File: src/rtl/link_output_arbiter.sv
// Wormhole output-link arbiter: round-robin on packet heads, packet lock until
// tail, credit-based flow control, registered link word.
module link_output_arbiter #(
    parameter int FLIT_SIZE = 82,
    parameter int NUM_IN    = 7,
    parameter int BUF_DEPTH = 8,
    parameter int CRD_W     = 4
) (
    input  logic                              clk,
    input  logic                              rst,
    input  logic [NUM_IN*(FLIT_SIZE+1)-1:0]   req_flit,
    output logic [NUM_IN-1:0]                 gnt,
    output logic [FLIT_SIZE:0]                out_flit,
    input  logic                              credit_ret,
    output logic [CRD_W-1:0]                  credits,
    output logic                              busy,
    output logic [2:0]                        owner,
    output logic                              proto_err
);

    localparam int               FW        = FLIT_SIZE + 1;
    localparam logic [0:0]       ST_IDLE   = 1'b0;
    localparam logic [0:0]       ST_LOCKED = 1'b1;
    localparam logic [CRD_W-1:0] CRD_FULL  = CRD_W'(BUF_DEPTH);
    localparam logic [CRD_W-1:0] CRD_ONE   = CRD_W'(1);
    localparam logic [2:0]       PTR_INIT  = 3'(NUM_IN - 1);

    // Round-robin position step positions after base, modulo NUM_IN.
    function automatic logic [2:0] wrap_idx(input logic [2:0] base, input int step);
        return 3'((int'(base) + step) % NUM_IN);
    endfunction

    logic [0:0]       state_q,     state_d;
    logic [2:0]       rr_ptr_q,    rr_ptr_d;
    logic [2:0]       owner_q,     owner_d;
    logic             busy_q,      busy_d;
    logic             proto_err_q, proto_err_d;
    logic [CRD_W-1:0] credits_q,   credits_d;
    logic [FW-1:0]    out_flit_q,  out_flit_d;

    logic [FW-1:0]     flit_s [NUM_IN];
    logic [NUM_IN-1:0] vld_s;
    logic [NUM_IN-1:0] head_s;
    logic [NUM_IN-1:0] tail_s;
    logic [NUM_IN-1:0] cand_s;
    logic              win_found_s;
    logic [2:0]        win_idx_s;
    logic              gnt_any_s;
    logic [2:0]        gnt_idx_s;
    logic [NUM_IN-1:0] gnt_s;
    logic [FW-1:0]     sel_flit_s;
    logic              sel_head_s;
    logic              sel_tail_s;

    // Split the requester bus into per-port flits and header flags.
    always_comb begin
        for (int i = 0; i < NUM_IN; i++) begin
            flit_s[i] = req_flit[i*FW +: FW];
            vld_s[i]  = flit_s[i][FLIT_SIZE];
            head_s[i] = flit_s[i][FLIT_SIZE-1];
            tail_s[i] = flit_s[i][FLIT_SIZE-2];
            cand_s[i] = vld_s[i] & head_s[i];
        end
    end

    // First head candidate after rr_ptr in circular order.
    always_comb begin
        win_found_s = 1'b0;
        win_idx_s   = 3'd0;
        for (int k = 1; k <= NUM_IN; k++) begin
            if (!win_found_s && cand_s[wrap_idx(rr_ptr_q, k)]) begin
                win_found_s = 1'b1;
                win_idx_s   = wrap_idx(rr_ptr_q, k);
            end else begin
                win_found_s = win_found_s;
            end
        end
    end

    // Grant selection; a locked packet only competes with itself.
    always_comb begin
        gnt_any_s = 1'b0;
        gnt_idx_s = 3'd0;
        if (!rst) begin
            gnt_any_s = 1'b0;
        end else if (credits_q == '0) begin
            gnt_any_s = 1'b0;
        end else if (state_q == ST_LOCKED) begin
            gnt_any_s = vld_s[owner_q];
            gnt_idx_s = owner_q;
        end else begin
            gnt_any_s = win_found_s;
            gnt_idx_s = win_idx_s;
        end
        gnt_s      = gnt_any_s ? (NUM_IN'(1) << gnt_idx_s) : '0;
        sel_flit_s = flit_s[gnt_idx_s];
        sel_head_s = head_s[gnt_idx_s];
        sel_tail_s = tail_s[gnt_idx_s];
    end

    // Next-state: lock tracking, credit accounting and link word.
    always_comb begin
        state_d     = state_q;
        rr_ptr_d    = rr_ptr_q;
        owner_d     = owner_q;
        proto_err_d = proto_err_q;
        credits_d   = credits_q;
        out_flit_d  = gnt_any_s ? sel_flit_s : '0;

        case (state_q)
            ST_IDLE: begin
                if (gnt_any_s) begin
                    rr_ptr_d = gnt_idx_s;
                    if (!sel_tail_s) begin
                        state_d = ST_LOCKED;
                        owner_d = gnt_idx_s;
                    end else begin
                        state_d = ST_IDLE;
                    end
                end else begin
                    state_d = ST_IDLE;
                end
            end
            ST_LOCKED: begin
                if (gnt_any_s) begin
                    if (sel_head_s) begin
                        proto_err_d = 1'b1;
                    end else begin
                        proto_err_d = proto_err_q;
                    end
                    state_d = sel_tail_s ? ST_IDLE : ST_LOCKED;
                end else begin
                    state_d = ST_LOCKED;
                end
            end
            default: begin
                state_d = ST_IDLE;
            end
        endcase

        // A return at full credit without a matching grant is a downstream bug.
        case ({gnt_any_s, credit_ret})
            2'b10: begin
                credits_d = credits_q - CRD_ONE;
            end
            2'b01: begin
                if (credits_q == CRD_FULL) begin
                    proto_err_d = 1'b1;
                end else begin
                    credits_d = credits_q + CRD_ONE;
                end
            end
            default: begin
                credits_d = credits_q;
            end
        endcase

        busy_d = (state_d == ST_LOCKED);
    end

    // State registers with synchronous active-low reset.
    always_ff @(posedge clk) begin
        if (!rst) begin
            state_q     <= ST_IDLE;
            rr_ptr_q    <= PTR_INIT;
            owner_q     <= 3'd0;
            busy_q      <= 1'b0;
            proto_err_q <= 1'b0;
            credits_q   <= CRD_FULL;
            out_flit_q  <= '0;
        end else begin
            state_q     <= state_d;
            rr_ptr_q    <= rr_ptr_d;
            owner_q     <= owner_d;
            busy_q      <= busy_d;
            proto_err_q <= proto_err_d;
            credits_q   <= credits_d;
            out_flit_q  <= out_flit_d;
        end
    end

    assign gnt       = gnt_s;
    assign out_flit  = out_flit_q;
    assign credits   = credits_q;
    assign busy      = busy_q;
    assign owner     = owner_q;
    assign proto_err = proto_err_q;

endmodule

File: config.mk
export PLATFORM = sky130hd
export DESIGN_NAME = link_output_arbiter
export DESIGN_NICKNAME = d
export VERILOG_FILES = /design/src/rtl/link_output_arbiter.sv
export SDC_FILE = /design/constraint.sdc
export NUM_CORES = 1
export LEC_CHECK = 0
export CORE_AREA = 2 2 264 266
export DETAILED_ROUTE_END_ITERATION = 10
export DIE_AREA = 0 0 266 268
export PLACE_DENSITY_LB_ADDON = 0.3
export SLEW_MARGIN = 20
export SYNTH_ARGS = -nofsm -noshare
export SYNTH_HDL_FRONTEND = slang
export SYNTH_SLANG_ARGS = --single-unit
File: constraint.sdc
create_clock -name clk -period 8.7 [get_ports clk]
set_clock_uncertainty 0.15 [all_clocks]
set_input_delay 1.74 -clock clk [delete_from_list [all_inputs] [get_ports clk]]
set_output_delay 1.74 -clock clk [all_outputs]
set_load 0.005 [all_outputs]
==> flow_metrics.py, run 1 <==
metrics = {
    "timing": {
        "finalMaxSlewViolations": 0,
        "period_needed_ps": 8200,
        "finalHoldViolCount": 0,
        "period_share_pct": 94.3,
        "rsz0062_at_grt": "no",
        "fmax_ghz": 0.122,
        "slew_headroom_pct": 34.4,
        "fin_setup_tns_ps": 0,
        "setup_violations": 0,
        "worstMarginPinSlew_ps": 984,
    },
    "cells_and_area": {
        "final_cell_mix": "clkdlybuf4s50_1 (682), nand2_1 (522), nand3_1 (253)",
        "nNetsFinal": 2933,
        "drive_above_1_share_pct": 3.14,
        "layout_commonest_cell": "clkdlybuf4s50_1",
        "area_growth_pct": 73.8,
    },
    "placed_design": {
        "hpwlAfterDp_um": 52200,
        "globalplace.congestion": 0.927,
        "port_buffers": 682,
    },
    "floorplanning": {
        "die_area_sq_mm": 0.0713,
        "num_io_pins": 683,
        "die_w_um": 266,
        "rows": 96,
        "coreArea_sq_mm": 0.0682,
        "start_util_pct": 15.6,
        "fp.dieH_um": 268,
    },
    "critical_path": {
        "crit_fanout": 20,
        "worstSetupPathType": "flip-flop to output pin",
        "crit_path_start": "rr_ptr_q[2]",
        "end_kind": "output pin",
        "reg2reg_from": "rr_ptr_q[2]",
        "startpoint_type": "flip-flop",
        "worstPathArrival_ps": 6310,
        "crit_required_ps": 6810,
    },
    "global_routing": {
        "grt.total_usage_pct": 17.7,
        "antenna_found_initial": 16,
        "busiest_layer": "met2",
        "grt_use_met2_pct": 30.4,
        "gr-total-overflow": 0,
        "grt_pass1_wl_um": 93200,
        "grt_pass1_vias": 13939,
        "grt_use_met1_pct": 21.5,
        "grt_max_degree": 158,
        "use_met3_pct": 3.97,
    },
    "clocking": {
        "cts.repair.resized": 0,
        "cts_buffer_depth": 2,
        "hold_buffers": 0,
        "cts.clk_slew.worst_paths_ps": 80,
        "numCtsBuffers": 9,
        "htree_levels": 3,
        "clock_latency_ps": 380,
        "cts_tree": "built",
        "cts.sinks": 95,
        "cts_setup_buffers": 0,
        "cts-root-buf": "clkbuf_16",
    },
    "yosys": {
        "synth.cell_area_sq_mm": 0.0106,
        "synth.distinct_cells": 89,
        "synth_cells": 1755,
        "avgSynthCellArea_sq_um": 6.06,
        "seq_area_frac_synth_pct": 17.9,
        "ys.warnings.count": 0,
        "async_reset_ff_share_pct": 0,
        "syn_nets": 2368,
        "synth_edf_count": 0,
        "ys.flop_type": "dfxtp_1",
        "synth_seq_cells": 95,
    },
    "route": {
        "ant_nets": 0,
        "via_per_inst": 4.59,
        "dr.first_iter.drc_count": 1081,
        "drtPass1Iterations": 6,
        "drc": 0,
        "totalWireLength_um": 66900,
        "vias": 14759,
        "avgRoutedWirePerCell_um": 20.8,
    },
    "job": {
        "drv_cap": 0,
    },
    "status": {
        "outcome": "completed",
    },
    "hold_path": {
        "hold_path_class": "flip-flop to flip-flop",
        "holdCritStartpoint": "proto_err",
    },
}
-- flip-flops by register name, indices dropped and copies added, names as in the netlist, named ones only --
register,cells
rr_ptr_q,3
credits,4
out_flit,83
proto_err,1
owner,3
-- cell families (layout without fill, tap and decap cells) --
logic type | after synthesis | after routing | share of synthesized area [%]
AO/OA/AOI/OAI | 411 | 411 | 23.4
XOR/XNOR | 16 | 16 | 1.67
adder cells (fa/ha/maj) | 29 | 29 | 3.48
buffers and inverters | 174 | 744 | 7.09
flip-flops | 95 | 95 | 17.9
multiplexers | 39 | 39 | 4.10
other | 0 | 9 | 0
AND/OR/NAND/NOR | 991 | 991 | 42.4
-- path summary, 6_finish.rpt --
| path | end | slack (ps) | cells after the start |
|---|---|---|---|
| worst max-delay path | gnt[0] | 500 | 18 |
| worst max register to register | out_flit[0] | 1360 | 21 |
| worst min register to register | proto_err | 380 | 2 |
| worst min-delay path | proto_err | 380 | 2 |
-- cell usage after synthesis, drive strengths merged, types with 4 or more instances --
master	n	area share (%)
a21oi	186	8.9
o311ai	4	0.40
nand3b	5	0.35
o2111ai	4	0.33
o21bai	5	0.35
buf	58	3.0
nor2	44	1.6
dfxtp	95	18
nand4	10	0.59
o31ai	5	0.35
and3	85	5.0
ha	28	3.3
inv	25	0.91
nand4b	5	0.41
nor2b	7	0.41
nand3	253	12
o21a	10	0.71
clkbuf	91	3.2
a22oi	5	0.35
a21o	8	0.56
or3	4	0.24
o21ai	111	5.2
or2	5	0.32
o211ai	10	0.71
a211oi	10	0.80
nand2	522	18
mux2i	35	3.4
a21boi	4	0.28
nor4	5	0.35
a31oi	5	0.29
and2	19	1.1
xnor2	13	1.2
nor3	14	0.75
o211a	6	0.56
-- critical path, cell delays in order, from the launching register on --
cell	delay, ps
dfxtp_1	330
buf_4	280
ha_1	630
nor2b_1	100
a221oi_1	420
ha_1	260
ha_1	320
inv_1	160
a31oi_1	260
nor2_1	150
mux2i_1	170
a21oi_1	370
and2_1	290
o2111ai_1	340
nand2b_1	290
o221a_1	290
or2_4	370
nor3_1	260
clkdlybuf4s50_1	620
-- area by class of cell --
class                      instances  area, sq um
fill                            7642        49700
multi-input combinational       1486         8050
timing repair buffer             703         7010
sequential                        95         1900
tap                              882         1100
clock buffer                       9          225
inverter                          25         96.3
clock inverter                     7         91.3
antenna                            9         22.5
-- per-layer routing --
layer,vias up,share of wire (%),wire length (um)
met2,557,50,33400
met5,-,0.015,10
met1,6832,41,27300
met3,85,6.5,4370
li1,7283,-,-
met4,2,2.7,1810
-- stage by stage --
stage | hold slack, ps | utilization (%) | cells | worst slack [ps] | instance area, sq um
CTS | 385 | 27.1 | 3207 | 488 | 18500
floorplan | 352 | - | 1755 | 992 | 10600
global route | 432 | 27.1 | 3212 | 37.5 | 18500
detailed placement | 365 | 26.6 | 3191 | 921 | 18200
finish | 377 | 27.1 | 3216 | 496 | 18500
global placement | 363 | 26.6 | 3191 | 1010 | 18200
Power of run 1 is not shown: default switching activity piles up to over one toggle a cycle in this logic, so the estimate is an artifact.
==> run 2: changes to the inputs <==
--- a/config.mk
+++ b/config.mk
@@ -5,10 +5,9 @@
 export SDC_FILE = /design/constraint.sdc
 export NUM_CORES = 1
 export LEC_CHECK = 0
-export CORE_AREA = 2 2 264 266
+export CORE_AREA = 2 2 263 265
 export DETAILED_ROUTE_END_ITERATION = 10
-export DIE_AREA = 0 0 266 268
-export PLACE_DENSITY_LB_ADDON = 0.3
+export DIE_AREA = 0 0 265 267
 export SLEW_MARGIN = 20
 export SYNTH_ARGS = -nofsm -noshare
 export SYNTH_HDL_FRONTEND = slang
==> run 2 against run 1 <==
Flip-flop and latch count unchanged. Worst setup slack better by 78 ps. Clock-buffer cell count did not move. Critical endpoint is now gnt[6]. Global-route usage decreased by 0.96 points. Via count about the same. Worst hold slack better by 21 ps.
==> flow_metrics.py, run 2 (synthesis gave the netlist of run 1 again) <==
metrics = {
    "floorplanning": {
        "rows": 96,
        "start_util_pct": 15.7,
        "fp.dieH_um": 267,
        "die_w_um": 265,
        "num_io_pins": 683,
        "die_area_sq_mm": 0.0708,
        "coreArea_sq_mm": 0.0680,
    },
    "critical_path": {
        "critPathSlowestCell": "dfxtp_2",
        "critPathTopFamily": "compound AO/OA/AOI/OAI gates",
        "end_kind": "output pin",
        "crit_path_max_incr_delay_ps": 530,
        "crit_required_ps": 6810,
        "cp_common_cell": "ha_1",
        "startpoint_type": "flip-flop",
        "crit_fanout": 17,
        "worstPathArrival_ps": 6240,
        "worstSetupPathType": "flip-flop to output pin",
        "crit_chain": "inv_1, ha_1, a21o_1, a221oi_2, ha_1, ha_1, inv_1, a31oi_1, o21ai_0, o211a_1, o21ai_1, and2_1, and4b_1, a211o_1, o221a_1, or2_4, nor3_1, clkdlybuf4s50_1",
        "reg2reg_setup_slack_ps": 1430,
        "cp_num_buf_inv": 3,
    },
    "global_routing": {
        "grt_max_degree": 179,
        "grt_pass1_wl_um": 88900,
        "grt.total_usage_pct": 16.7,
        "grt_pass1_vias": 13704,
        "antenna_found_initial": 7,
        "gr-total-overflow": 0,
    },
    "timing": {
        "fmax_ghz": 0.123,
        "holdWs_ps": 398,
        "setup_violations": 0,
        "finalMaxSlewViolations": 0,
        "period_needed_ps": 8130,
        "fin_setup_tns_ps": 0,
        "slew_headroom_pct": 32.0,
        "worstMarginPinSlew_ps": 1020,
        "setup_ws_ps": 574,
        "rsz0062_at_grt": "no",
        "period_share_pct": 93.4,
        "finalHoldViolCount": 0,
    },
    "placed_design": {
        "pre_cts_ws_ps": 613,
        "hpwlAfterDp_um": 48000,
        "globalplace.congestion": 0.915,
        "dpl_cell_area_sq_mm": 0.0182,
        "port_buffers": 682,
    },
    "cells_and_area": {
        "largest_reg_flops": 83,
        "layout_commonest_cell": "clkdlybuf4s50_1",
        "post-route-cell-area_sq_mm": 0.0185,
        "drive_above_1_share_pct": 3.23,
        "nNetsFinal": 2931,
        "fillers": 7617,
        "area_growth_pct": 73.6,
        "final_cell_mix": "clkdlybuf4s50_1 (682), nand2_1 (522), nand3_1 (253)",
    },
    "clocking": {
        "cts.clk_slew.worst_paths_ps": 100,
        "cts_setup_buffers": 0,
        "cts-root-buf": "clkbuf_16",
        "cts_tree": "built",
        "cts_buffer_depth": 2,
        "clock_latency_ps": 390,
        "cts.sinks": 95,
        "numCtsBuffers": 9,
        "hold_buffers": 0,
        "htree_levels": 3,
    },
    "job": {
        "drv_cap": 0,
    },
    "route": {
        "drc": 0,
        "drtPass1Iterations": 5,
        "dr.first_iter.drc_count": 1214,
        "vias": 14773,
        "totalWireLength_um": 62800,
        "via_per_inst": 4.60,
        "ant_nets": 0,
        "avgRoutedWirePerCell_um": 19.6,
    },
    "status": {
        "outcome": "completed",
    },
    "hold_path": {
        "hold_path_class": "flip-flop to flip-flop",
    },
}
## run 2: metal layers
metal	track usage, %	wire length, um
met1	21.7	27000
met2	26.8	29300
met3	4.64	5030
met4	5.02	1490
met5	0	0
## run 2: worst paths after layout
kind	from	endpoint	cells after the start
setup / recovery	rr_ptr_q[1]	gnt[6]	18
hold / removal	proto_err	proto_err	2
setup reg to reg	rr_ptr_q[1]	credits[3]	26
hold reg to reg	proto_err	proto_err	2
## run 2: worst min-delay path, delay by kind of cell, from the launching register on
kind	cells	cell delay, ps
DFF	1	350
AOI/OAI and AO/OA	2	160
## run 2: through the flow
stage                     utilization, %  std cells
after floorplan                        -       1755
after CTS                           27.1       3205
final                               27.2       3211
after detailed placement            26.7       3189
after global routing                27.2       3209
after global placement              26.7       3189
## run 2: area by class of cell
class | instances | area [sq um] | area share [%]
timing repair buffer | 701 | 7010 | 37.9
antenna | 6 | 15.0 | 0.0812
clock inverter | 7 | 68.8 | 0.372
sequential | 95 | 1900 | 10.3
inverter | 25 | 96.3 | 0.521
multi-input combinational | 1486 | 8060 | 43.6
tap | 882 | 1100 | 5.97
clock buffer | 9 | 225 | 1.22
## run 2: timing repair
item                                    in CTS  in global routing
endpoints found under the hold margin        0                  0
gates resized for setup                      0                  4
endpoints found under the setup margin       0                  7
Power of run 2 is left out for the same reason.
